[config.mk]
export PLATFORM = sky130hd
export DESIGN_NAME = conv_bram_arbiter_flat
export DESIGN_NICKNAME = d
export VERILOG_FILES = /design/src/rtl/conv_bram_arbiter_if.sv /design/src/rtl/conv_bram_arbiter.sv /design/src/flat_wrapper.sv
export SDC_FILE = /design/constraint.sdc
export NUM_CORES = 1
export LEC_CHECK = 0
export ABC_AREA = 1
export BUFFER_PORTS_ARGS = -buffer_cell sky130_fd_sc_hd__buf_4
export CORE_MARGIN = 2
export CORE_UTILIZATION = 45
export CTS_BUF_LIST = sky130_fd_sc_hd__clkbuf_8
export CTS_CLUSTER_SIZE = 10
export DETAILED_ROUTE_END_ITERATION = 10
export GPL_TIMING_DRIVEN = 0
export PLACE_DENSITY = 0.78
export SLEW_MARGIN = 10
export SYNTH_ARGS = -nofsm -noshare
export SYNTH_HDL_FRONTEND = slang
export SYNTH_SLANG_ARGS = --single-unit
[constraint.sdc]
create_clock -name clk -period 1.4 [get_ports clk]
set_clock_uncertainty 0.2 [all_clocks]
set_input_delay 0.07 -clock clk [delete_from_list [all_inputs] [get_ports clk]]
set_output_delay 0.07 -clock clk [all_outputs]
set_load 0.1 [all_outputs]
[src/rtl/conv_bram_arbiter_if.sv]
// rtl/conv_bram_arbiter_if.sv - client and BRAM bus bundle for the conv membrane-potential arbiter
//
// Purpose: groups the three client handshakes (conv read, conv write-back,
// pool read with clear) and both BRAM port control sets into one bundle.
// Modports:
//   master - arbiter view: drives grants, read valids/data and all bram_* controls
//   slave  - environment view: drives requests and BRAM read data
interface conv_bram_arbiter_if #(
    parameter int DATA_WIDTH = 32,
    parameter int ADDR_WIDTH = 10
) ();
    // conv read client
    logic                  conv_rd_req;
    logic [ADDR_WIDTH-1:0] conv_rd_addr;
    logic                  conv_rd_gnt;
    logic                  conv_rd_valid;
    logic [DATA_WIDTH-1:0] conv_rd_data;
    // conv write-back client
    logic                  conv_wr_req;
    logic [ADDR_WIDTH-1:0] conv_wr_addr;
    logic [DATA_WIDTH-1:0] conv_wr_data;
    logic                  conv_wr_gnt;
    // pool/readout client
    logic                  pool_rd_req;
    logic [ADDR_WIDTH-1:0] pool_rd_addr;
    logic                  pool_rd_clear;
    logic                  pool_rd_gnt;
    logic                  pool_rd_valid;
    logic [DATA_WIDTH-1:0] pool_rd_data;
    // BRAM side
    logic                  bram_clk;
    logic                  bram_rst_n;
    logic [ADDR_WIDTH-1:0] bram_addr_a;
    logic [DATA_WIDTH-1:0] bram_data_in_a;
    logic                  bram_we_a;
    logic                  bram_en_a;
    logic [DATA_WIDTH-1:0] bram_data_out_a;
    logic [ADDR_WIDTH-1:0] bram_addr_b;
    logic [DATA_WIDTH-1:0] bram_data_in_b;
    logic                  bram_we_b;
    logic                  bram_en_b;
    logic [DATA_WIDTH-1:0] bram_data_out_b;

    modport master (
        input  conv_rd_req, conv_rd_addr,
        output conv_rd_gnt, conv_rd_valid, conv_rd_data,
        input  conv_wr_req, conv_wr_addr, conv_wr_data,
        output conv_wr_gnt,
        input  pool_rd_req, pool_rd_addr, pool_rd_clear,
        output pool_rd_gnt, pool_rd_valid, pool_rd_data,
        output bram_clk, bram_rst_n,
        output bram_addr_a, bram_data_in_a, bram_we_a, bram_en_a,
        input  bram_data_out_a,
        output bram_addr_b, bram_data_in_b, bram_we_b, bram_en_b,
        input  bram_data_out_b
    );

    modport slave (
        output conv_rd_req, conv_rd_addr,
        input  conv_rd_gnt, conv_rd_valid, conv_rd_data,
        output conv_wr_req, conv_wr_addr, conv_wr_data,
        input  conv_wr_gnt,
        output pool_rd_req, pool_rd_addr, pool_rd_clear,
        input  pool_rd_gnt, pool_rd_valid, pool_rd_data,
        input  bram_clk, bram_rst_n,
        input  bram_addr_a, bram_data_in_a, bram_we_a, bram_en_a,
        output bram_data_out_a,
        input  bram_addr_b, bram_data_in_b, bram_we_b, bram_en_b,
        output bram_data_out_b
    );
endinterface

[src/rtl/conv_bram_arbiter.sv]
// rtl/conv_bram_arbiter.sv - dual-port BRAM arbiter for conv read, conv write-back and pool read/clear
//
// Purpose: port A (read-only) is shared by conv read and pool read with a
// starvation guard for pool; port B (write-only) carries conv write-back or
// the zero write of a pool clear-after-read. Read data returns two cycles
// after grant; a same-cycle same-address port A read / port B write returns
// the written value.
// Ports:
//   clk   - system clock
//   rst_n - asynchronous active-low reset
//   bus   - conv_bram_arbiter_if.master: client handshakes and BRAM controls
module conv_bram_arbiter #(
    parameter int DATA_WIDTH   = 32,
    parameter int ADDR_WIDTH   = 10,
    parameter int STARVE_LIMIT = 8
) (
    input  logic                clk,
    input  logic                rst_n,
    conv_bram_arbiter_if.master bus
);
    localparam int              SW         = $clog2(STARVE_LIMIT + 1);
    localparam logic [SW-1:0]   STARVE_MAX = SW'(STARVE_LIMIT);
    localparam logic [0:0]      TAG_CONV   = 1'b0;
    localparam logic [0:0]      TAG_POOL   = 1'b1;

    // port A issue stage
    logic                  en_a_q,   en_a_d;
    logic [ADDR_WIDTH-1:0] addr_a_q, addr_a_d;
    logic [0:0]            tag_a_q,  tag_a_d;
    // read return stage
    logic                  conv_vld_q, conv_vld_d;
    logic                  pool_vld_q, pool_vld_d;
    logic                  fwd_q,      fwd_d;
    logic [DATA_WIDTH-1:0] fwd_data_q, fwd_data_d;
    logic [DATA_WIDTH-1:0] conv_hold_q, conv_hold_d;
    logic [DATA_WIDTH-1:0] pool_hold_q, pool_hold_d;
    // port B issue stage
    logic                  en_b_q,   en_b_d;
    logic                  we_b_q,   we_b_d;
    logic [ADDR_WIDTH-1:0] addr_b_q, addr_b_d;
    logic [DATA_WIDTH-1:0] data_b_q, data_b_d;
    // clear-after-read and starvation state
    logic                  clr_pend_q, clr_pend_d;
    logic [ADDR_WIDTH-1:0] clr_addr_q, clr_addr_d;
    logic [SW-1:0]         starve_q,   starve_d;

    logic                  pool_wins;
    logic                  rd_gnt_any;
    logic [DATA_WIDTH-1:0] rd_ret_data;
    logic                  unused_ok;

    assign unused_ok = ^bus.bram_data_out_b;

    assign bus.bram_clk   = clk;
    assign bus.bram_rst_n = rst_n;

    // Pool takes port A when conv is idle, or once it has been denied
    // STARVE_LIMIT cycles in a row.
    assign pool_wins  = bus.pool_rd_req && (!bus.conv_rd_req || (starve_q == STARVE_MAX));
    assign rd_gnt_any = bus.conv_rd_req || bus.pool_rd_req;

    assign bus.pool_rd_gnt = pool_wins;
    assign bus.conv_rd_gnt = bus.conv_rd_req && !pool_wins;
    // Port B is reserved for the zero write the cycle after a clear-read grant.
    assign bus.conv_wr_gnt = !clr_pend_q;

    assign bus.bram_addr_a    = addr_a_q;
    assign bus.bram_en_a      = en_a_q;
    assign bus.bram_we_a      = 1'b0;
    assign bus.bram_data_in_a = '0;
    assign bus.bram_addr_b    = addr_b_q;
    assign bus.bram_data_in_b = data_b_q;
    assign bus.bram_we_b      = we_b_q;
    assign bus.bram_en_b      = en_b_q;

    // Forwarded data overrides the BRAM output regardless of its collision mode.
    assign rd_ret_data = fwd_q ? fwd_data_q : bus.bram_data_out_a;

    assign bus.conv_rd_valid = conv_vld_q;
    assign bus.pool_rd_valid = pool_vld_q;
    assign bus.conv_rd_data  = conv_vld_q ? rd_ret_data : conv_hold_q;
    assign bus.pool_rd_data  = pool_vld_q ? rd_ret_data : pool_hold_q;

    always_comb begin
        starve_d = '0;
        if (bus.pool_rd_req && !pool_wins) begin
            starve_d = (starve_q == STARVE_MAX) ? starve_q : starve_q + SW'(1);
        end

        en_a_d   = rd_gnt_any;
        addr_a_d = addr_a_q;
        tag_a_d  = tag_a_q;
        if (rd_gnt_any) begin
            addr_a_d = pool_wins ? bus.pool_rd_addr : bus.conv_rd_addr;
            tag_a_d  = pool_wins ? TAG_POOL : TAG_CONV;
        end

        // BRAM captures the read during the cycle after issue; the tag and
        // any collision data travel alongside so valid lines up with data.
        conv_vld_d = en_a_q && (tag_a_q == TAG_CONV);
        pool_vld_d = en_a_q && (tag_a_q == TAG_POOL);
        fwd_d      = en_a_q && en_b_q && we_b_q && (addr_a_q == addr_b_q);
        fwd_data_d = fwd_d ? data_b_q : fwd_data_q;

        conv_hold_d = conv_vld_q ? rd_ret_data : conv_hold_q;
        pool_hold_d = pool_vld_q ? rd_ret_data : pool_hold_q;

        clr_pend_d = pool_wins && bus.pool_rd_clear;
        clr_addr_d = clr_pend_d ? bus.pool_rd_addr : clr_addr_q;

        en_b_d   = 1'b0;
        we_b_d   = 1'b0;
        addr_b_d = addr_b_q;
        data_b_d = data_b_q;
        if (clr_pend_q) begin
            en_b_d   = 1'b1;
            we_b_d   = 1'b1;
            addr_b_d = clr_addr_q;
            data_b_d = '0;
        end else if (bus.conv_wr_req) begin
            en_b_d   = 1'b1;
            we_b_d   = 1'b1;
            addr_b_d = bus.conv_wr_addr;
            data_b_d = bus.conv_wr_data;
        end
    end

    always_ff @(posedge clk or negedge rst_n) begin
        if (!rst_n) begin
            en_a_q      <= 1'b0;
            addr_a_q    <= '0;
            tag_a_q     <= TAG_CONV;
            conv_vld_q  <= 1'b0;
            pool_vld_q  <= 1'b0;
            fwd_q       <= 1'b0;
            fwd_data_q  <= '0;
            conv_hold_q <= '0;
            pool_hold_q <= '0;
            en_b_q      <= 1'b0;
            we_b_q      <= 1'b0;
            addr_b_q    <= '0;
            data_b_q    <= '0;
            clr_pend_q  <= 1'b0;
            clr_addr_q  <= '0;
            starve_q    <= '0;
        end else begin
            en_a_q      <= en_a_d;
            addr_a_q    <= addr_a_d;
            tag_a_q     <= tag_a_d;
            conv_vld_q  <= conv_vld_d;
            pool_vld_q  <= pool_vld_d;
            fwd_q       <= fwd_d;
            fwd_data_q  <= fwd_data_d;
            conv_hold_q <= conv_hold_d;
            pool_hold_q <= pool_hold_d;
            en_b_q      <= en_b_d;
            we_b_q      <= we_b_d;
            addr_b_q    <= addr_b_d;
            data_b_q    <= data_b_d;
            clr_pend_q  <= clr_pend_d;
            clr_addr_q  <= clr_addr_d;
            starve_q    <= starve_d;
        end
    end
endmodule

[src/flat_wrapper.sv]
// flat-port wrapper written by rule: the top's interface ports become plain ports
module conv_bram_arbiter_flat 
#(
    parameter int DATA_WIDTH   = 32,
    parameter int ADDR_WIDTH   = 10,
    parameter int STARVE_LIMIT = 8
)
  (clk, rst_n, bus_conv_rd_req, bus_conv_rd_addr, bus_conv_rd_gnt, bus_conv_rd_valid, bus_conv_rd_data, bus_conv_wr_req, bus_conv_wr_addr, bus_conv_wr_data, bus_conv_wr_gnt, bus_pool_rd_req, bus_pool_rd_addr, bus_pool_rd_clear, bus_pool_rd_gnt, bus_pool_rd_valid, bus_pool_rd_data, bus_bram_clk, bus_bram_rst_n, bus_bram_addr_a, bus_bram_data_in_a, bus_bram_we_a, bus_bram_en_a, bus_bram_data_out_a, bus_bram_addr_b, bus_bram_data_in_b, bus_bram_we_b, bus_bram_en_b, bus_bram_data_out_b);
  conv_bram_arbiter_if #(.DATA_WIDTH(DATA_WIDTH), .ADDR_WIDTH(ADDR_WIDTH)) bus_i ();
  input  logic clk;
  input  logic rst_n;
  input wire logic [$bits(bus_i.conv_rd_req)-1:0] bus_conv_rd_req;
  input wire logic [$bits(bus_i.conv_rd_addr)-1:0] bus_conv_rd_addr;
  output wire logic [$bits(bus_i.conv_rd_gnt)-1:0] bus_conv_rd_gnt;
  output wire logic [$bits(bus_i.conv_rd_valid)-1:0] bus_conv_rd_valid;
  output wire logic [$bits(bus_i.conv_rd_data)-1:0] bus_conv_rd_data;
  input wire logic [$bits(bus_i.conv_wr_req)-1:0] bus_conv_wr_req;
  input wire logic [$bits(bus_i.conv_wr_addr)-1:0] bus_conv_wr_addr;
  input wire logic [$bits(bus_i.conv_wr_data)-1:0] bus_conv_wr_data;
  output wire logic [$bits(bus_i.conv_wr_gnt)-1:0] bus_conv_wr_gnt;
  input wire logic [$bits(bus_i.pool_rd_req)-1:0] bus_pool_rd_req;
  input wire logic [$bits(bus_i.pool_rd_addr)-1:0] bus_pool_rd_addr;
  input wire logic [$bits(bus_i.pool_rd_clear)-1:0] bus_pool_rd_clear;
  output wire logic [$bits(bus_i.pool_rd_gnt)-1:0] bus_pool_rd_gnt;
  output wire logic [$bits(bus_i.pool_rd_valid)-1:0] bus_pool_rd_valid;
  output wire logic [$bits(bus_i.pool_rd_data)-1:0] bus_pool_rd_data;
  output wire logic [$bits(bus_i.bram_clk)-1:0] bus_bram_clk;
  output wire logic [$bits(bus_i.bram_rst_n)-1:0] bus_bram_rst_n;
  output wire logic [$bits(bus_i.bram_addr_a)-1:0] bus_bram_addr_a;
  output wire logic [$bits(bus_i.bram_data_in_a)-1:0] bus_bram_data_in_a;
  output wire logic [$bits(bus_i.bram_we_a)-1:0] bus_bram_we_a;
  output wire logic [$bits(bus_i.bram_en_a)-1:0] bus_bram_en_a;
  input wire logic [$bits(bus_i.bram_data_out_a)-1:0] bus_bram_data_out_a;
  output wire logic [$bits(bus_i.bram_addr_b)-1:0] bus_bram_addr_b;
  output wire logic [$bits(bus_i.bram_data_in_b)-1:0] bus_bram_data_in_b;
  output wire logic [$bits(bus_i.bram_we_b)-1:0] bus_bram_we_b;
  output wire logic [$bits(bus_i.bram_en_b)-1:0] bus_bram_en_b;
  input wire logic [$bits(bus_i.bram_data_out_b)-1:0] bus_bram_data_out_b;
  assign bus_i.conv_rd_req = bus_conv_rd_req;
  assign bus_i.conv_rd_addr = bus_conv_rd_addr;
  assign bus_conv_rd_gnt = bus_i.conv_rd_gnt;
  assign bus_conv_rd_valid = bus_i.conv_rd_valid;
  assign bus_conv_rd_data = bus_i.conv_rd_data;
  assign bus_i.conv_wr_req = bus_conv_wr_req;
  assign bus_i.conv_wr_addr = bus_conv_wr_addr;
  assign bus_i.conv_wr_data = bus_conv_wr_data;
  assign bus_conv_wr_gnt = bus_i.conv_wr_gnt;
  assign bus_i.pool_rd_req = bus_pool_rd_req;
  assign bus_i.pool_rd_addr = bus_pool_rd_addr;
  assign bus_i.pool_rd_clear = bus_pool_rd_clear;
  assign bus_pool_rd_gnt = bus_i.pool_rd_gnt;
  assign bus_pool_rd_valid = bus_i.pool_rd_valid;
  assign bus_pool_rd_data = bus_i.pool_rd_data;
  assign bus_bram_clk = bus_i.bram_clk;
  assign bus_bram_rst_n = bus_i.bram_rst_n;
  assign bus_bram_addr_a = bus_i.bram_addr_a;
  assign bus_bram_data_in_a = bus_i.bram_data_in_a;
  assign bus_bram_we_a = bus_i.bram_we_a;
  assign bus_bram_en_a = bus_i.bram_en_a;
  assign bus_i.bram_data_out_a = bus_bram_data_out_a;
  assign bus_bram_addr_b = bus_i.bram_addr_b;
  assign bus_bram_data_in_b = bus_i.bram_data_in_b;
  assign bus_bram_we_b = bus_i.bram_we_b;
  assign bus_bram_en_b = bus_i.bram_en_b;
  assign bus_i.bram_data_out_b = bus_bram_data_out_b;
  conv_bram_arbiter #(.DATA_WIDTH(DATA_WIDTH), .ADDR_WIDTH(ADDR_WIDTH), .STARVE_LIMIT(STARVE_LIMIT)) u_core (.clk(clk), .rst_n(rst_n), .bus(bus_i));
endmodule
==> summary.txt, run 1 <==
Synthesis
  • Top cells by area in the synthesized netlist: sky130_fd_sc_hd__dfrtp_1, sky130_fd_sc_hd__nand2_1, sky130_fd_sc_hd__nand3_1, sky130_fd_sc_hd__o21ai_0, sky130_fd_sc_hd__mux2i_1
  • Post-synthesis cell count: 782
  • Flip-flop and latch count after synthesis: 169
  • Cell types with the highest counts after synthesis: sky130_fd_sc_hd__nand2_1, sky130_fd_sc_hd__dfrtp_1, sky130_fd_sc_hd__nand3_1
  • Count of flip-flops with a built-in enable after synthesis: 0
  • Mean post-synth cell area: 9.370 um^2
  • Share of Yosys cell area claimed by the top area cell type: 57.72%
  • Register area share after synthesis: 57.72%
  • Cell Area, Synth: 7327 um^2
  • Most frequent cell after synthesis: sky130_fd_sc_hd__nand2_1
  • Yosys warnings: 0
  • Main flop type after synthesis: sky130_fd_sc_hd__dfrtp_1
  • Library cell with the largest summed area after synthesis: sky130_fd_sc_hd__dfrtp_1
  • Async S/R FF share, synth: 100.0%
  • Count of distinct cell types in the synthesized netlist: 30

Outcome
  • Fail Step: 5_1_grt
  • Run-stopping error: [ERROR DPL-0038] Utilization greater than 100%, impossible to legalize
  • Result of the run: stopped before the end

Floorplanning
  • Initial core utilization: 46.12%
  • Width of the chip: 131.6 um
  • Vert. Die Dim: 131.6 um
  • I/O pin count: 291
  • Core Rows: 46

STA
  • Worst endpoint from the post-global-route timing repair: bus_conv_rd_data[14]
  • Type of pin the worst path ends at: output port

Global route
  • Largest net degree at the start of global routing: 48

Placement
  • Number of I/O port buffers: 224
  • Placer Congestion: 0.8504
  • Post-Place Worst Slack: -0.5406 ns
  • Detailed placer's ending HPWL: 15.57 mm
[cells by family after synthesis]
family	after synthesis	synth area share (%)
simple gates	349	20.22
mux	32	4.372
fa+ha+maj	2	0.3415
other cells	1	0.05118
xor+xnor	3	0.3587
flops	169	57.72
compound gates	101	7.582
buf+inv	125	9.358
[metrics by stage]
step	cells	instance area (um^2)
floorplan	814	8557
detailed placement	1255	10540
CTS	1437	14790
global placement	1254	10510
[repair_timing]
action | in CTS
hold buffers | 67
gates resized for setup | 561
endpoints found under the setup margin | 285
cloned | 12
setup buffers | 70
endpoints found under the hold margin | 302
pin swaps | 28
==> run 2, diff against run 1 <==
--- a/config.mk
+++ b/config.mk
@@ -8,12 +8,10 @@
 export ABC_AREA = 1
 export BUFFER_PORTS_ARGS = -buffer_cell sky130_fd_sc_hd__buf_4
 export CORE_MARGIN = 2
-export CORE_UTILIZATION = 45
-export CTS_BUF_LIST = sky130_fd_sc_hd__clkbuf_8
-export CTS_CLUSTER_SIZE = 10
+export CORE_UTILIZATION = 30
 export DETAILED_ROUTE_END_ITERATION = 10
 export GPL_TIMING_DRIVEN = 0
-export PLACE_DENSITY = 0.78
+export PLACE_DENSITY_LB_ADDON = 0.15
 export SLEW_MARGIN = 10
 export SYNTH_ARGS = -nofsm -noshare
 export SYNTH_HDL_FRONTEND = slang
==> constraint.sdc (replaced) <==
create_clock -name clk -period 1.8 [get_ports clk]
set_clock_uncertainty 0.2 [all_clocks]
set_input_delay 0.09 -clock clk [delete_from_list [all_inputs] [get_ports clk]]
set_output_delay 0.09 -clock clk [all_outputs]
set_load 0.1 [all_outputs]
==> summary.txt, run 2 <==
STA
  • Final Hold Viols: 169
  • Final period demand of the worst path: 2.151 ns
  • Relative slew slack: 55.76%
  • Post-route worst setup slack: -0.3511 ns
  • Sum Neg Setup Slack: -21.20 ns
  • Hold slack: -0.6592 ns
  • Fmax: 464.9 MHz
  • Pin slew with the least headroom to its limit: 0.6636 ns
  • Unrepaired setup endpoints after global routing: yes
  • Final Max Slew Viols: 0
  • Period Utilization, post-route: 119.5%
  • Setup violators final: 66

Floorplanning
  • Total die area: 25,690 um^2
  • Initial core utilization: 30.31%
  • I/O pin count: 291
  • Area of the core: 24,180 um^2
  • Vert. Die Dim: 160.3 um
  • Width of the chip: 160.3 um
  • Core Rows: 57

Setup path
  • Worst Reg-to-Reg Cells: 9
  • Slack of the worst reg-to-reg path: 0.01 ns
  • Worst Path Required: 1.51 ns
  • Sequence of cells on the critical path: buf_12 > clkbuf_16 > mux2i_4 > o21ai_4 > buf_12
  • Largest stage delay on the critical path: 0.40 ns
  • Type of destination of the critical path: output pin
  • Crit-path most repeated cell: sky130_fd_sc_hd__buf_12
  • First element of the critical path: u_core.fwd_q$_DFF_PN0_
  • Critical-path cell with the highest stage delay: sky130_fd_sc_hd__dfrtp_1
  • Maximum net fanout on the critical path: 8
  • Category of the worst setup path launch point: register
  • Kind of critical path: reg -> out
  • Destination of the critical timing path: bus_conv_rd_data[27]
  • Terminus of the critical flop-to-flop path: u_core.fwd_data_q[3]$_DFFE_PN0P_
  • Launch instance of the worst register-to-register path: u_core.bus.bram_addr_b[9]$_DFFE_PN0P_
  • Critical path data arrival time: 1.86 ns

Drt
  • Number of DRC markers in iteration 0: 261
  • Antenna violation net count after detailed routing: 0
  • First drt pass iteration count: 4
  • Routed length per instance: 16.87 um
  • DRC violation count after routing: 0
  • Average via count per standard cell: 4.413
  • Total routed wirelength: 26.05 mm
  • Total number of vias: 6,814

Synthesis
  • Share of Yosys cell area claimed by the top area cell type: 57.72%
  • Register area share after synthesis: 57.72%
  • Yosys warnings: 0
  • Post-synthesis cell count: 782
  • Flip-flop and latch count after synthesis: 169
  • Combinational family with the most area after synthesis: simple AND/OR/NAND/NOR gates
  • Count of flip-flops with a built-in enable after synthesis: 0
  • Fraction of the mapped netlist area in compound gates: 7.582%
  • Library cell with the largest summed area after synthesis: sky130_fd_sc_hd__dfrtp_1
  • Main flop type after synthesis: sky130_fd_sc_hd__dfrtp_1
  • Async S/R FF share, synth: 100.0%
  • Synth Area in Simple Gates: 20.22%
  • Mean post-synth cell area: 9.370 um^2
  • Count of distinct cell types in the synthesized netlist: 30
  • Multiplexer share of the synthesized area: 4.372%
  • Cell types with the highest counts after synthesis: sky130_fd_sc_hd__nand2_1, sky130_fd_sc_hd__dfrtp_1, sky130_fd_sc_hd__nand3_1
  • Cell Area, Synth: 7327 um^2
  • Xor/xnor cell area share of the yosys netlist: 0.3586%
  • Top cells by area in the synthesized netlist: sky130_fd_sc_hd__dfrtp_1, sky130_fd_sc_hd__nand2_1, sky130_fd_sc_hd__nand3_1, sky130_fd_sc_hd__o21ai_0, sky130_fd_sc_hd__mux2i_1
  • Most frequent cell after synthesis: sky130_fd_sc_hd__nand2_1
  • Arithmetic-cell share of the synthesized area counting full adders, half adders and majority gates: 0.3415%

Cells and area
  • Most common cell after layout, fill and taps aside: sky130_fd_sc_hd__buf_4
  • Final Net Count: 1,340
  • Post-layout utilization of the core: 58.85%
  • Commonest cells after routing, fill and taps aside: sky130_fd_sc_hd__buf_4, sky130_fd_sc_hd__nand2_1, sky130_fd_sc_hd__dfrtp_1
  • Number of fill cells: 2,002
  • Share of final-layout standard cells stronger than drive strength 1: 46.76%
  • Synthesis-to-finish area growth: 94.19%

Global route
  • Largest net degree at the start of global routing: 90
  • Congestion Overflow GR: 0
  • Antenna violations before repair: 0
  • Overall fraction of global-route tracks in use: 19.78%
  • Global-route wire length before repair: 39.30 mm
  • Vias in the first global route: 6,955

Outcome
  • Failing checks: hold timing, setup timing
  • Result of the run: finished, violations left

Clocking
  • Clk_lat worst skew: 0.54 ns
  • Number of buffers inserted by hold repair at cts: 98
  • Reg clk slew, reported paths: 0.07 ns
  • TritonCTS clock tree: done

Min path
  • Class of the tightest hold or removal check: in -> async

Power and ir drop
  • Worst IR drop on VDD: 0.001293 V
  • Power density cells: 1098 nW/um^2
  • Static leakage power: 6.687 nW

Placement
  • Post-Place Worst Slack: -0.2107 ns
  • Placer Congestion: 0.8258
  • Number of I/O port buffers: 224
  • Detailed placer's ending HPWL: 16.77 mm

Job
  • Count of maximum capacitance violations: 0
run 2: cell counts after synthesis:
No cell type changed its count.
run 2: layout make-up:
cell class,instances,area [um^2],area share (%)
clock inverters,12,163.9,1.152
clock buffers,24,519.2,3.649
multi-input cells,521,3846,27.03
plain buffers,80,778.2,5.470
well taps,324,405.4,2.849
inverters,45,206.4,1.451
diodes,1,2.502,0.01759
flip-flops and latches,169,4297,30.20
repair buffers,368,4010,28.18
run 2: how the worst min path moves through the flow:
stage / endpoint / slack [ns] / depth (start not counted)
2_1_floorplan: u_core.bus.bram_addr_a[1]$_DFFE_PN0P_ / -0.41 / 0
3_3_place_gp: u_core.bus.bram_data_in_b[14]$_DFFE_PN0P_ / 0.12 / 3
3_5_place_dp: u_core.bus.conv_rd_valid$_DFF_PN0_ / -0.07 / 1
4_1_cts: u_core.bus.conv_rd_valid$_DFF_PN0_ / -0.63 / 1
5_1_grt: u_core.bus.pool_rd_valid$_DFF_PN0_ / -0.64 / 1
6_report: u_core.bus.conv_rd_valid$_DFF_PN0_ / -0.66 / 1
run 2: per-stage QoR:
step	cells	hold slack [ns]	instance area [um^2]	power, W
2_1_floorplan	814	-0.4056	8432	0.009016
3_3_place_gp	1362	0.1207	10520	0.01020
3_5_place_dp	1363	-0.06586	10550	0.01024
4_1_cts	1508	-0.6348	13630	0.01553
5_1_grt	1543	-0.6429	14230	0.01616
6_report	1544	-0.6592	14230	0.01563
run 2: what timing repair did:
item | in CTS | in global routing
endpoints found under the setup margin | 96 | 110
gates resized for setup | 286 | 86
hold endpoints to repair | 302 | 169
buffers inserted | 10 | 26
pin swaps | 9 | 73
cloned | 2 | 9
run 2: kinds of logic after synthesis:
family,after synthesis
AOI/OAI and AO/OA,101
xor gates and xnor gates,3
adders and majority gates,2
buffers and inverters,125
DFF,169
muxes,32
other,1
and+or+nand+nor,349
run 2: report_power, final:
part / internal, W / switching, W / leakage, nW
registers: 0.00426 / 0.000272 / 2.11
clock network: 0.00255 / 0.00187 / 0.325
logic: 0.00216 / 0.00451 / 4.25
run 2: worst max-delay path: cells and delay by family (launching register included):
family                 cells  cell delay [ns]
flip-flops                 1             0.40
AO/OA/AOI/OAI              1             0.18
buffers and inverters      3             0.54
multiplexers               1             0.21
run 2: metal layers:
layer  wire length [um]  global-route usage [%]
met5                  0                       0
met4                130                   4.095
met3               1123                   4.597
met2              13350                   33.61
met1              11450                   25.91
(Power assumes the default switching activity.)
